--- src/rtl/i2c_reg_responder_pkg.sv ---
// Shared I2C constants: device addresses and the register-responder state encoding.
package i2c_reg_responder_pkg;

  localparam logic [6:0] ADV7513_ADDR      = 7'h39;
  localparam logic [6:0] CHIP_ADDR_DEFAULT = ADV7513_ADDR;

  typedef enum logic [3:0] {
    ST_IDLE,
    ST_ADDR,
    ST_ADDR_ACK,
    ST_REG,
    ST_REG_ACK,
    ST_WDATA,
    ST_WDATA_ACK,
    ST_RDATA,
    ST_RDATA_ACK,
    ST_WAIT_STOP
  } state_e;

endpackage

--- src/rtl/i2c_line_sync.sv ---
// Synchronises raw SCL/SDA into clk and flags SCL edges plus START/STOP conditions.
module i2c_line_sync #(
  parameter int SYNC_STAGES = 2
) (
  input  logic clk,
  input  logic reset,
  input  logic scl_i,
  input  logic sda_i,
  output logic sda_o,
  output logic scl_rise_o,
  output logic scl_fall_o,
  output logic start_o,
  output logic stop_o
);

  logic [SYNC_STAGES-1:0] scl_sync_q;
  logic [SYNC_STAGES-1:0] sda_sync_q;
  logic                   scl_prev_q;
  logic                   sda_prev_q;
  logic                   scl_s;
  logic                   sda_s;

  assign scl_s = scl_sync_q[SYNC_STAGES-1];
  assign sda_s = sda_sync_q[SYNC_STAGES-1];

  // Reset to the idle bus level so leaving reset never looks like an edge or a START.
  always_ff @(posedge clk) begin
    if (reset) begin
      scl_sync_q <= '1;
      sda_sync_q <= '1;
      scl_prev_q <= 1'b1;
      sda_prev_q <= 1'b1;
    end else begin
      scl_sync_q <= SYNC_STAGES'({scl_sync_q, scl_i});
      sda_sync_q <= SYNC_STAGES'({sda_sync_q, sda_i});
      scl_prev_q <= scl_s;
      sda_prev_q <= sda_s;
    end
  end

  assign sda_o      = sda_s;
  assign scl_rise_o = scl_s & ~scl_prev_q;
  assign scl_fall_o = ~scl_s & scl_prev_q;
  assign start_o    = scl_s & scl_prev_q & sda_prev_q & ~sda_s;
  assign stop_o     = scl_s & scl_prev_q & ~sda_prev_q & sda_s;

endmodule

--- src/rtl/i2c_reg_responder.sv ---
// I2C target exposing a 256x8 register bank with an auto-incrementing pointer;
// the bank is also readable locally through loc_addr/loc_data.
module i2c_reg_responder
  import i2c_reg_responder_pkg::*;
#(
  parameter logic [6:0] CHIP_ADDR   = CHIP_ADDR_DEFAULT,
  parameter int         SYNC_STAGES = 2
) (
  input  logic       clk,
  input  logic       reset,
  input  logic       scl_in,
  input  logic       sda_in,
  output logic       sda_oen,
  output logic       busy,
  output logic       wr_strobe,
  output logic [7:0] wr_addr,
  output logic [7:0] wr_data,
  input  logic [7:0] loc_addr,
  output logic [7:0] loc_data
);

  logic       sda_s, scl_rise, scl_fall, start_det, stop_det;
  state_e     state_q;
  logic [7:0] shift_q, ptr_q, wr_addr_q, wr_data_q, loc_data_q;
  logic [7:0] bank_q [256];
  logic [2:0] bit_cnt_q;
  logic       phase_q, rw_q, sda_oen_q, busy_q, wr_strobe_q;
  logic [7:0] rx_byte;
  logic       bank_we;

  i2c_line_sync #(.SYNC_STAGES(SYNC_STAGES)) u_line_sync (
    .clk        (clk),
    .reset      (reset),
    .scl_i      (scl_in),
    .sda_i      (sda_in),
    .sda_o      (sda_s),
    .scl_rise_o (scl_rise),
    .scl_fall_o (scl_fall),
    .start_o    (start_det),
    .stop_o     (stop_det)
  );

  assign rx_byte = {shift_q[6:0], sda_s};
  assign bank_we = (state_q == ST_WDATA) && scl_rise && (bit_cnt_q == 3'd7);

  // NOTE: every bank entry is reset explicitly, so this must stay a flop array, not a RAM macro.
  always_ff @(posedge clk) begin
    if (reset) begin
      for (int i = 0; i < 256; i++) bank_q[i] <= '0;
      loc_data_q <= '0;
    end else begin
      if (bank_we) bank_q[ptr_q] <= rx_byte;
      loc_data_q <= bank_q[loc_addr];
    end
  end

  // ACK states use phase_q: the first SCL fall drives/releases, the second leaves the state.
  always_ff @(posedge clk) begin
    if (reset) begin
      state_q     <= ST_IDLE;
      sda_oen_q   <= 1'b1;
      busy_q      <= 1'b0;
      wr_strobe_q <= 1'b0;
      wr_addr_q   <= '0;
      wr_data_q   <= '0;
      ptr_q       <= '0;
      shift_q     <= '0;
      bit_cnt_q   <= '0;
      phase_q     <= 1'b0;
      rw_q        <= 1'b0;
    end else begin
      wr_strobe_q <= 1'b0;
      if (stop_det) begin
        state_q   <= ST_IDLE;
        sda_oen_q <= 1'b1;
        busy_q    <= 1'b0;
      end else if (start_det) begin
        state_q   <= ST_ADDR;
        sda_oen_q <= 1'b1;
        bit_cnt_q <= '0;
        phase_q   <= 1'b0;
      end else begin
        case (state_q)
          ST_ADDR: if (scl_rise) begin
            shift_q   <= rx_byte;
            bit_cnt_q <= bit_cnt_q + 3'd1;
            if (bit_cnt_q == 3'd7) begin
              if (rx_byte[7:1] == CHIP_ADDR) begin
                rw_q    <= rx_byte[0];
                busy_q  <= 1'b1;
                state_q <= ST_ADDR_ACK;
              end else begin
                busy_q  <= 1'b0;
                state_q <= ST_IDLE;
              end
            end
          end
          ST_REG: if (scl_rise) begin
            shift_q   <= rx_byte;
            bit_cnt_q <= bit_cnt_q + 3'd1;
            if (bit_cnt_q == 3'd7) begin
              ptr_q   <= rx_byte;
              state_q <= ST_REG_ACK;
            end
          end
          ST_WDATA: if (scl_rise) begin
            shift_q   <= rx_byte;
            bit_cnt_q <= bit_cnt_q + 3'd1;
            if (bit_cnt_q == 3'd7) begin
              wr_strobe_q <= 1'b1;
              wr_addr_q   <= ptr_q;
              wr_data_q   <= rx_byte;
              ptr_q       <= ptr_q + 8'd1;
              state_q     <= ST_WDATA_ACK;
            end
          end
          ST_ADDR_ACK, ST_REG_ACK, ST_WDATA_ACK: if (scl_fall) begin
            if (!phase_q) begin
              sda_oen_q <= 1'b0;
              phase_q   <= 1'b1;
            end else begin
              phase_q <= 1'b0;
              if (state_q == ST_ADDR_ACK && rw_q) begin
                state_q   <= ST_RDATA;
                shift_q   <= bank_q[ptr_q];
                sda_oen_q <= bank_q[ptr_q][7];
              end else begin
                sda_oen_q <= 1'b1;
                state_q   <= (state_q == ST_ADDR_ACK) ? ST_REG : ST_WDATA;
              end
            end
          end
          ST_RDATA: begin
            if (scl_rise) begin
              bit_cnt_q <= bit_cnt_q + 3'd1;
              if (bit_cnt_q == 3'd7) begin
                ptr_q   <= ptr_q + 8'd1;
                state_q <= ST_RDATA_ACK;
              end
            end else if (scl_fall) begin
              shift_q   <= {shift_q[6:0], shift_q[7]};
              sda_oen_q <= shift_q[6];
            end
          end
          ST_RDATA_ACK: begin
            if (scl_fall) begin
              if (!phase_q) begin
                sda_oen_q <= 1'b1;
                phase_q   <= 1'b1;
              end else begin
                phase_q   <= 1'b0;
                state_q   <= ST_RDATA;
                shift_q   <= bank_q[ptr_q];
                sda_oen_q <= bank_q[ptr_q][7];
              end
            end else if (scl_rise && phase_q && sda_s) begin
              phase_q <= 1'b0;
              state_q <= ST_WAIT_STOP;
            end
          end
          ST_IDLE, ST_WAIT_STOP: ;
          default: state_q <= ST_IDLE;
        endcase
      end
    end
  end

  assign sda_oen   = sda_oen_q;
  assign busy      = busy_q;
  assign wr_strobe = wr_strobe_q;
  assign wr_addr   = wr_addr_q;
  assign wr_data   = wr_data_q;
  assign loc_data  = loc_data_q;

endmodule
--- config.mk ---
export PLATFORM = sky130hd
export DESIGN_NAME = i2c_reg_responder
export DESIGN_NICKNAME = d
export VERILOG_FILES = /design/src/rtl/i2c_reg_responder_pkg.sv /design/src/rtl/i2c_line_sync.sv /design/src/rtl/i2c_reg_responder.sv
export SDC_FILE = /design/constraint.sdc
export NUM_CORES = 2
export LEC_CHECK = 0
export BUFFER_PORTS_ARGS = -buffer_cell sky130_fd_sc_hd__buf_2
export CORE_AREA = 2 2 456 458
export CTS_BUF_LIST = sky130_fd_sc_hd__clkbuf_4 sky130_fd_sc_hd__clkbuf_8
export DETAILED_ROUTE_END_ITERATION = 8
export DIE_AREA = 0 0 458 460
export PLACE_DENSITY = 0.66
export SYNTH_ARGS = -nofsm -noshare
export SYNTH_HDL_FRONTEND = slang
export SYNTH_SLANG_ARGS = --single-unit
--- constraint.sdc ---
create_clock -name clk -period 3.5 [get_ports clk]
set_input_delay 0.35 -clock clk [delete_from_list [all_inputs] [get_ports clk]]
set_output_delay 0.35 -clock clk [all_outputs]
set_load 0.02 [all_outputs]
==> flow_summary.json <==
{
  "hold_path.startpoint": "reset",
  "slew_viol_final": 0,
  "power_frac_seq_pct": 52.2,
  "path_max_fanout": 16,
  "syn_nets": 7747,
  "worstSetupStartpointType": "flop",
  "max_slew_margin_pct": 15.31,
  "synthToLayoutAreaGrowth_pct": 12.40,
  "path_cells": "buf_4 > and2_1 > buf_4 > a22oi_1 > nand3_1 > o211a_1 > or4_1 > o2111ai_1 > o2111ai_1",
  "core_um2": 206000,
  "cp.arrival_ps": 4480,
  "synth-main-ff-cell": "edfxtp_1",
  "status": "finished, violations left",
  "ant_nets": 0,
  "worstPathRequired_ps": 4480,
  "io_pins": 39,
  "rsz0062_at_grt": "false",
  "p_sw_mw": 13.15,
  "yosysSeqAreaShare_pct": 55.71,
  "ys_warn_count": 0,
  "power.internal_mw": 42.39,
  "rrSetupSlack_ps": -0.2,
  "clk_latency_ps": 1140,
  "fin_crit_ps": 3500,
  "drv_cap": 0,
  "clockBufferDepth": 4,
  "combPwrFrac_pct": 6.8,
  "tightest_slew_ps": 1265,
  "path_buf_inv": 2,
  "postSynthCellCount": 7729,
  "drive_gt1_share_pct": 33.04,
  "fin_util_pct": 61.52,
  "fin_area_um2": 126800,
  "async_flop_share_pct": 0,
  "post_dp_cell_area_um2": 119300,
  "setup_viol": 1,
  "violations": "setup timing",
  "initialDrtViolationCount": 11110,
  "cts.sink_count": 2114,
  "clk_pin_slew_ps": 60,
  "finalCritPeriodShare_pct": 100.0,
  "postSynthAreaPerCell_um2": 14.59,
  "ys_top_cells_by_area": "edfxtp_1, mux4_2, and2_1, nor3_1, clkbuf_1",
  "root_buffer": "clkbuf_8",
  "cts_buffers": 373,
  "h-tree-depth": 5,
  "dr.pass1.iters": 7,
  "finalWeightedCongestion": 1.005,
  "synth_area_um2": 112800,
  "io_buffers": 38,
  "p_leak_nw": 43.31,
  "via_per_inst": 6.992,
  "clockPowerShare_pct": 41.0,
  "p_total_mw": 55.54,
  "cp_slowest_cell": "or4_1",
  "hold_viol_final": 0,
  "yosysTopAreaCellShare_pct": 54.54,
  "die_h_um": 460,
  "grt_pass1_vias": 75530,
  "std_cell_rows": 167,
  "totalWireLength_um": 381100,
  "min_path_type": "in -> reg",
  "p_per_area_nw_per_um2": 438.2,
  "critPathKind": "reg -> reg",
  "synth_edf_count": 2048,
  "grt_max_degree": 161,
  "hpwl_um": 264400,
  "fp.dieArea_um2": 210700,
  "tritoncts": "built",
  "antenna_found_initial": 28,
  "crit_family": "simple AND/OR/NAND/NOR gates",
  "clock.fmax_mhz": 285.7,
  "start_util_pct": 54.74,
  "track_usage_pct": 36.19,
  "synth.distinct_cells": 73,
  "critical_path.max_stage_delay_ps": 550,
  "vias": 76800,
  "finalWorstSetupSlack_ps": -0.2380,
  "overflow": 0,
  "grt_pass1_wl_um": 543300,
  "die_x_um": 458,
  "peakVddDrop_v": 0.0004595,
  "end_kind": "flop",
  "wl_per_cell_um": 34.69,
  "final_nets": 8018,
  "skew_ps": 80.03,
  "synth_top_area_cell": "edfxtp_1",
  "drcViolationCount": 0,
  "synth-seq-cells": 2114,
  "switching_share_pct": 23.68
}
through the flow:
step | hold WS, ps | std cells | TNS [ps] | setup slack [ps]
floorplan | 389.5 | 7729 | 0 | 757.3
global placement | 407.9 | 10310 | -988.3 | -376.2
detailed placement | 398.4 | 10310 | -1181 | -416.1
CTS | 168.1 | 10970 | 0 | 104.6
global route | 214.1 | 10980 | 0 | 18.07
finish | 248.8 | 10980 | -0.2380 | -0.2380
sequential cells by signal, indices dropped and copies added, names as in the netlist, 2 cells and up, named ones only:
| name | cells |
|---|---|
| bit_cnt_q | 3 |
| wr_data | 8 |
| shift_q | 8 |
| u_line_sync.sda_sync_q | 2 |
| u_line_sync.scl_sync_q | 2 |
| bank_q | 2048 |
| ptr_q | 8 |
| loc_data | 8 |
| wr_addr | 8 |
| state_q | 4 |
cell type report:
cell class,instances,area [um^2]
Clock buffer,511,6307
Multi-Input combinational cell,4760,46300
Timing Repair Buffer,731,6947
Antenna cell,7,17.52
Tap cell,2704,3383
Clock inverter,136,840.8
Inverter,20,103.9
Fill cell,15480,79270
Sequential cell,2114,62850
synthesized netlist by cell type (14+ instances only):
cell type	instances
a211oi_1	14
a21oi_1	129
a221oi_1	59
a22o_1	49
a22oi_1	194
a311oi_1	14
a31oi_1	22
and2_1	1278
buf_1	72
buf_2	131
buf_4	55
buf_6	27
clkbuf_1	547
dfxtp_1	66
edfxtp_1	2048
inv_1	16
mux2_2	30
mux2i_1	74
mux4_2	1073
nand2_1	112
nand3_1	43
nor2_1	344
nor2b_1	18
nor3_1	791
o21ai_0	30
o22ai_1	56
or2_2	264
or4_1	24
routing by layer:
metal  global-route usage, %  up-vias  share of wire, %
li1                        -    30940                 -
met1                   49.38    39450                36
met2                   54.37     5395                45
met3                   10.41      980                13
met4                   16.18       34               5.1
met5                  0.2985        -              0.12
power by group through the flow:
stage / clock network [mW] / logic [mW] / registers, mW
after floorplan: 0 / 2.31 / 29.3
after global placement: 0 / 3.64 / 29.4
after detailed placement: 0 / 3.67 / 29.5
after CTS: 22.8 / 3.69 / 29.0
after global routing: 23.9 / 3.87 / 29.1
final: 22.8 / 3.77 / 29.0
kinds of logic after synthesis:
family / count (synthesis) / share of synthesized area [%]
adder cells (fa/ha/maj): 6 / 0.06657
multiplexers: 1177 / 22.39
XOR/XNOR: 1 / 0.007768
flip-flops: 2114 / 55.71
buffers and inverters: 855 / 3.384
AND/OR/NAND/NOR: 2947 / 14.51
AO/OA/AOI/OAI: 629 / 3.940
layout by cell type, fill, tap and decap left out, drive strengths merged, types with 6 or more instances in the layout:
cell type / synthesis / final
edfxtp: 2048 / 2048
and2: 1278 / 1278
mux4: 1073 / 1073
nor3: 791 / 791
buf: 288 / 722
clkbuf: 547 / 511
nor2: 345 / 345
or2: 264 / 264
a22oi: 194 / 194
a21oi: 129 / 129
clkinv: 2 / 122
nand2: 114 / 114
mux2i: 74 / 74
dfxtp: 66 / 66
a221oi: 59 / 59
o22ai: 56 / 56
a22o: 49 / 49
nand3: 48 / 48
o21ai: 32 / 32
mux2: 30 / 30
or4: 24 / 24
a31oi: 22 / 22
inv: 18 / 22
nor2b: 18 / 18
a311oi: 14 / 14
a211oi: 14 / 14
nand4: 13 / 13
o211ai: 13 / 13
and3: 11 / 11
nand2b: 11 / 11
bufinv: 0 / 9
dlygate4sd3: 0 / 9
o311ai: 8 / 8
or3: 8 / 8
diode: 0 / 7
ha: 6 / 6
nor4: 6 / 6
worst min-delay path, cell delays in order:
cell,delay (ps)
dlygate4sd3_1,570
buf_8,200
nor2_1,150
final timing paths:
kind	to	cells after the start
max	sda_oen	9
min	bit_cnt_q[2]	3
max reg2reg	sda_oen	9
min reg2reg	u_line_sync.sda_sync_q[1]	1
timing repair:
action,4_1_cts,5_1_grt
hold endpoints to repair,44,0
buffers inserted,6,8
setup endpoints to repair,5,3
hold buffers,9,0
resized for setup,2,2
Power figures use the tool's default switching activity.
